## src/rtl/dontcare_skid_buffer.sv

```systemverilog
// Two-entry valid/ready skid buffer that tolerates x payloads upstream and drives x when idle.
// Latency: one cycle from accept to out_data; in_ready is a pure function of registered state.
// Backpressure: in_ready drops the cycle after the second entry is captured (FULL).
// Optional build macro DONTCARE_ZERO_EN: drive 0 instead of x at every don't-care point.
module dontcare_skid_buffer #(
  parameter int WIDTH     = 8,
  parameter int CNT_WIDTH = 16
) (
  input  logic                 clock,
  input  logic                 rst_n,
  input  logic                 in_valid,
  input  logic [WIDTH-1:0]     in_data,
  output logic                 in_ready,
  output logic                 out_valid,
  output logic [WIDTH-1:0]     out_data,
  input  logic                 out_ready,
  output logic [1:0]           occupancy,
  output logic [CNT_WIDTH-1:0] xfer_count
);

`ifdef DONTCARE_ZERO_EN
  localparam logic [WIDTH-1:0] DC = '0;
`else
  localparam logic [WIDTH-1:0] DC = 'x;
`endif

  typedef enum logic [1:0] {
    EMPTY = 2'd0,
    ONE   = 2'd1,
    FULL  = 2'd2
  } state_t;

  state_t               state_q, state_d;
  logic [WIDTH-1:0]     main_q, main_d;
  logic [WIDTH-1:0]     skid_q, skid_d;
  logic [CNT_WIDTH-1:0] xfer_q;
  logic                 accept;
  logic                 emit;

  // Handshakes are qualified only by registered state, so in_data is looked at solely on accept.
  assign accept = in_valid & in_ready;
  assign emit   = out_valid & out_ready;

  // Next-state, datapath selects and state-decoded outputs.
  always_comb begin
    state_d   = state_q;
    main_d    = main_q;
    skid_d    = skid_q;
    in_ready  = 1'b1;
    out_valid = 1'b0;
    occupancy = 2'd0;
    case (state_q)
      EMPTY: begin
        if (accept) begin
          main_d  = in_data;
          state_d = ONE;
        end
      end
      ONE: begin
        out_valid = 1'b1;
        occupancy = 2'd1;
        case ({accept, emit})
          2'b10: begin
            skid_d  = in_data;
            state_d = FULL;
          end
          2'b01: state_d = EMPTY;
          2'b11: main_d = in_data;
          default: ;
        endcase
      end
      FULL: begin
        in_ready  = 1'b0;
        out_valid = 1'b1;
        occupancy = 2'd2;
        if (emit) begin
          main_d  = skid_q;
          state_d = ONE;
        end
      end
      default: state_d = EMPTY;
    endcase
  end

  // State and payload registers; payload resets to don't-care (or 0).
  always_ff @(posedge clock or negedge rst_n) begin
    if (!rst_n) begin
      state_q <= EMPTY;
      main_q  <= DC;
      skid_q  <= DC;
    end else begin
      state_q <= state_d;
      main_q  <= main_d;
      skid_q  <= skid_d;
    end
  end

  // Accepted-transfer counter, wraps naturally at 2^CNT_WIDTH.
  always_ff @(posedge clock or negedge rst_n) begin
    if (!rst_n) begin
      xfer_q <= '0;
    end else if (accept) begin
      xfer_q <= xfer_q + CNT_WIDTH'(1);
    end
  end

  assign out_data   = out_valid ? main_q : DC;
  assign xfer_count = xfer_q;

endmodule

```

## config.mk

```make
export PLATFORM = sky130hd
export DESIGN_NAME = dontcare_skid_buffer
export DESIGN_NICKNAME = d
export VERILOG_FILES = /design/src/rtl/dontcare_skid_buffer.sv
export SDC_FILE = /design/constraint.sdc
export NUM_CORES = 1
export LEC_CHECK = 0
export BUFFER_PORTS_ARGS = -buffer_cell sky130_fd_sc_hd__buf_2
export CORE_MARGIN = 3
export CORE_UTILIZATION = 29
export CTS_BUF_LIST = sky130_fd_sc_hd__clkbuf_8
export CTS_CLUSTER_DIAMETER = 60
export CTS_CLUSTER_SIZE = 12
export DETAILED_ROUTE_END_ITERATION = 6
export PLACE_DENSITY_LB_ADDON = 0.1
export SYNTH_ARGS = -nofsm -noshare
export SYNTH_HDL_FRONTEND = slang
export SYNTH_SLANG_ARGS = --single-unit
```

## constraint.sdc

```tcl
create_clock -name clock -period 5.3 [get_ports clock]
set_clock_uncertainty 0.2 [all_clocks]
set_input_delay 0.53 -clock clock [delete_from_list [all_inputs] [get_ports clock]]
set_output_delay 0.53 -clock clock [all_outputs]
set_load 0.02 [all_outputs]
```

After elaboration in Yosys (flattened, before gate mapping)
Cells that the tools add are included.
{ "op_classes": {"add_sub_neg": 1, "eq_ne": 9, "mux": 12, "bitwise": 2, "reduce_logical": 6} }
{ "op_table": {"columns": ["operator", "n"], "rows": [
  ["8-bit two-way mux", 4],
  ["8-bit one-hot mux with 3 select lines", 1],
  ["16-bit by 1-bit adder with 16-bit output, second input constant", 1],
  ["2-bit one-hot mux with 2 select lines", 2],
  ["2-bit == test, second input constant", 3],
  ["2-bit one-hot mux with 3 select lines", 1],
  ["2-bit by 1-bit == test with 1-bit output, second input constant", 2],
  ["2-bit two-way mux", 2],
  ["2-bit != test, second input constant", 2],
  ["4-bit AND reduction", 1],
  ["3-bit by 2-bit != test with 1-bit output, second input constant", 1],
  ["3-bit AND reduction", 1],
  ["3-bit nonzero test", 1],
  ["1-bit bitwise AND", 2],
  ["2-bit zero test", 1],
  ["1-bit two-way mux", 2],
  ["2-bit by 1-bit != test with 1-bit output, second input constant", 1],
  ["2-bit AND reduction", 1],
  ["2-bit OR reduction", 1]
]} }
{ "totals": {"reg_bits": 34, "inputBits": 12, "output_inout_bits": 28, "word_cells": 34} }

Logic depth before layout (Yosys ltp)
{ "depth": {"ltp_word": 7, "depth_mapped": 8, "ltp_nobuf": 7} }

Worst setup path after synthesis
OpenSTA, ideal clock, no wires.
{ "synth_timing": {"path_type": "reg-to-reg", "startpoint": "reg state_q[0]", "endpoint": "reg state_q[0]", "arrival_ns": 1.922, "required_time_ns": 4.973, "setup_slack_ns": 3.050, "stages_incl_launch_ff": 9, "path_buffers": 1, "period_less_slack_ns": 2.250, "cell_sequence": "dfrtp_1 -> inv_1 -> ha_1 -> buf_2 -> nand2b_1 -> ha_1 -> nand2_1 -> nand2_1 -> mux2_1"} }
{ "synth_via": {"elab_chain_cells": 7, "elab_cells_between_ends": 15} }
{ "synth_lines": {"columns": ["element", "line", "rtl"], "rows": [
  ["start, declared", "33", "state_t state_q, state_d;"],
  ["start signal, assigned", "92", "state_q <= state_d;"],
  ["2-bit == test / 2-bit by 1-bit == test with 1-bit output (equally long branches)", "52", "case (state_q)"],
  ["2-bit OR reduction (no source line)", null, null],
  ["1-bit two-way mux", "52", null],
  ["1-bit bitwise AND", "42", "assign emit = out_valid & out_ready;"],
  ["2-bit == test / 2-bit by 1-bit == test with 1-bit output (equally long branches)", "62", "case ({accept, emit})"],
  ["3-bit by 2-bit != test with 1-bit output (no source line)", null, null],
  ["3-bit AND reduction (no source line)", null, null]
]} }
Parallel ways exist; a longest one is shown, timed or not.
A chain may end at the register's enable or synchronous reset.

Worst setup path after layout
{ "layout_timing": {"startpoint": "reg state_q[0]", "endpoint": "out occupancy[1]"} }
{ "layout_via": {"elab_chain_cells": 2, "elab_cells_between_ends": 3} }
{ "layout_lines": {"columns": ["element", "line", "rtl"], "rows": [
  ["2-bit == test / 2-bit by 1-bit == test with 1-bit output (equally long branches)", "52", null],
  ["2-bit one-hot mux with 2 select lines (*)", "52", null],
  ["end, declared", "17", "output logic [1:0] occupancy,"]
]} }
Every way passes the cells marked *; elsewhere a longest branch is shown, timed or not.

==> results.md <==
- The detailed placement HPWL is 2330 um.
- The final cell count without fillers is 246.
- The share of Yosys cell area claimed by the top area cell type is 0.507.
- The element type at the critical path start is a flop.
- The repair_antennas step left the layout with diodes totalling 0.
- Synthesis handed over a netlist of 129 instances.
- The maximum fanout encountered on the critical timing path is 14.
- The effective utilization at floorplan is 0.303.
- The total clock sinks is 34.
- The post-synthesis sequential area ratio is 0.507.
- TritonCTS built the clock tree.
- In this run the tool buffered the top-level ports with 39 buffer cells.
- Once the clock tree was built, the resizer swapped 0 gates to a different size.
- In this run the remaining antenna-violating nets after routing total 0.
- In this run the post-CTS setup repair buffer count came out at 0.
- By area the synthesized netlist is led by sky130_fd_sc_hd__dfrtp_1, sky130_fd_sc_hd__mux2_2, sky130_fd_sc_hd__mux2_4.
- Across the run, the number of max-cap violations was 0.
- The ratio of routed vias to standard cells is 4.46.
- Total power for the finished layout comes to 1.12 mW.
- In the final routed layout, each cell accounts on average for 13.0 um.
- Routability-driven placement finished with a final weighted congestion of 0.748.
- In this run, synthesis produced a sequential element count of 34.
- Data on the critical path is required at its endpoint by 4.57 ns.
- The minimum setup slack after placement is 2.89 ns.
- The finished cells cover 0.00205 mm^2.
- Entering global routing, the biggest net connects 35 pins.
- The path category of the worst min-delay check is in -> async.
- The final total negative setup slack is 0 ns.
- Summed over all layers, the routed wires come to 3200 um.
- The reg-to-reg endpoint is state_q[0].
- The growth of design area from synthesis to finish is 21.9%.
- Buffers inserted during clock tree synthesis total 5.
- The maximum number of buffers from clock root to sink is 2.
- The y dimension of the die is 82.1 um.
- The arrival time at the worst endpoint is 1.68 ns.
- The worst setup path is captured at an output port.
- Derived from the worst setup path, the maximum achievable clock frequency is 415 MHz.
- Yosys printed 0 warnings.
- The count of endpoints failing setup in the final report is 0.
- The global-route wire length before repair is 5470 um.
- Leaving out fill and tap cells, the most frequent cells in the layout are sky130_fd_sc_hd__buf_2, sky130_fd_sc_hd__dfrtp_1, sky130_fd_sc_hd__mux2_2.
- The slew of the pin with the lowest slew margin is 0.748 ns.
- The total power per unit cell area is 549 mW/mm^2.
- The number of rows created at floorplan is 27.
- The worst register-to-register path begins at state_q[0].
- A synthesized cell averages 13.0 um^2.
- The total count of max-transition violations in the final report is 0.
- The run finished with clean final reports.
- The total DRC errors in the routed layout is 0.
- The count of vias placed by the detailed router is 1,097.
- After layout, the minimum clock period comes to 2.41 ns.
- Summed over all cells, the static leakage comes to 1.02 nW.
- The via count of the first global-routing pass is 1,148.
- The first detailed-routing pass took 4 iterations.
- The cell taking the most area after synthesis is sky130_fd_sc_hd__dfrtp_1.
- The final cycle utilization of the critical path is 0.455.
- For flop-to-flop paths, the worst setup slack is 2.89 ns.
- The critical setup path kind is reg -> out.
- Counting distinct cell types in the post-synthesis netlist gives 30.
- The predominant post-synthesis flop cell is sky130_fd_sc_hd__dfrtp_1.
- At the later pin of the worst-skew pair, clock insertion delay measures 0.27 ns.
- Of all flip-flops after synthesis, the portion carrying an async set or reset was 1.00.
- The die is 82.1 um wide.
- The tree is rooted in a sky130_fd_sc_hd__clkbuf_8.
- Setup repair after global routing left no endpoint under its margin.
- The floorplan step defined a die boundary enclosing 0.00674 mm^2.
- After layout, the worst setup slack is 2.89 ns.
- The net count after synthesis is 148.
- After global routing the overflow that remains totals 0.
- The core box area is 0.00554 mm^2.
- Measured against its own limit, the worst slew margin works out to 0.501.
- The iteration-0 DRC count of the detailed router is 46.
- 40 I/O pins were placed.
- The clock tree synthesis step divided the H-tree into 2 levels.
- The number of cells after detailed placement is 238.
- In this run, synthesis inferred 0 flip-flops with an integrated enable.
- The most common cell after layout, fill and taps aside is sky130_fd_sc_hd__buf_2.
- The final count of hold timing violations is 0.
- The critical path starts at state_q[0].
- The worst vdd rail ir drop is 0.000308 V.
- Across every metal layer, demand over resource in global routing totals 0.109.
- The post-synthesis instance area is 0.00168 mm^2.
- The placed instance area is 0.00196 mm^2.
- The total of hold buffers inserted after clock tree synthesis is 0.
- The ratio of cells with drive above 1 in the final layout is 0.454.
- The net total in the final layout is 192.
- The cell count of the worst reg-to-reg path is 7.
- The number of antenna violations at the first check in global routing is 0.
- After clock tree synthesis, the clock-pin slew on the worst setup and hold paths is 0.06 ns.
## metrics by stage
step                      hold slack, ns   util
after global routing               0.172  0.369
after global placement             0.252  0.353
final                              0.117  0.369
after CTS                          0.149  0.369
after detailed placement           0.259  0.353
after floorplan                   0.0344      -
## synth_stat cells, types with 2 or more instances
cell type and instances:
sky130_fd_sc_hd__nand2b_1 2, sky130_fd_sc_hd__nor2_1 9, sky130_fd_sc_hd__nand4_1 2, sky130_fd_sc_hd__mux2_4 8
sky130_fd_sc_hd__xor2_1 6, sky130_fd_sc_hd__xnor2_1 9, sky130_fd_sc_hd__ha_1 7, sky130_fd_sc_hd__nand3_1 5
sky130_fd_sc_hd__mux2_2 17, sky130_fd_sc_hd__dfrtp_1 34, sky130_fd_sc_hd__inv_1 5, sky130_fd_sc_hd__nand2_1 7
## final cells by class
class,instances,area (um^2)
Clock buffer,6,82.6
Sequential cell,34,851
Inverter,5,18.8
Tap cell,72,90.1
Timing Repair Buffer,39,195
Multi-Input combinational cell,88,801
Clock inverter,2,8.76
Fill cell,564,3490
## metal layers
layer	routed length (um)	GRT usage	up-vias
met5	0	0	-
met4	24	0.0399	0
met3	234	0.0488	2
met2	1400	0.161	28
met1	1540	0.140	537
li1	-	-	530
## cells by family (layout without fill, tap and decap cells)
logic type                 Yosys count  count (layout)  share of synthesized area
and+or+nand+nor                     37              37                      0.133
DFF                                 34              34                      0.507
muxes                               26              26                      0.192
xor gates and xnor gates            15              15                     0.0782
adders and majority gates            7               7                     0.0522
buffers and inverters                7              52                     0.0164
AOI/OAI and AO/OA                    3               3                     0.0209
## worst max-delay path, stage by stage (launching register included)
cell                      delay, ns
sky130_fd_sc_hd__dfrtp_1       0.41
sky130_fd_sc_hd__inv_1         0.12
sky130_fd_sc_hd__ha_1          0.58
sky130_fd_sc_hd__buf_2         0.29
## power by group
group / switching, mW / total (mW) / internal, mW
clock: 0.0872 / 0.190 / 0.103
combinational: 0.261 / 0.512 / 0.251
sequential: 0.0658 / 0.422 / 0.357
total: 0.414 / 1.12 / 0.711
## registers in the layout (all words and copies together) (netlist names)
register	flops
xfer_count	16
skid_q	8
main_q	8
state_q	2
## worst max-delay path by stage
| stage | to | slack, ns | cells after the start |
|---|---|---|---|
| after floorplan | state_q[0] | 3.05 | 8 |
| after CTS | occupancy[1] | 2.87 | 3 |
| final | occupancy[1] | 2.89 | 3 |
| after detailed placement | state_q[0] | 2.89 | 7 |
| after global placement | state_q[0] | 2.99 | 7 |
| after global routing | state_q[0] | 2.71 | 7 |
Power figures use the tool's default switching activity.
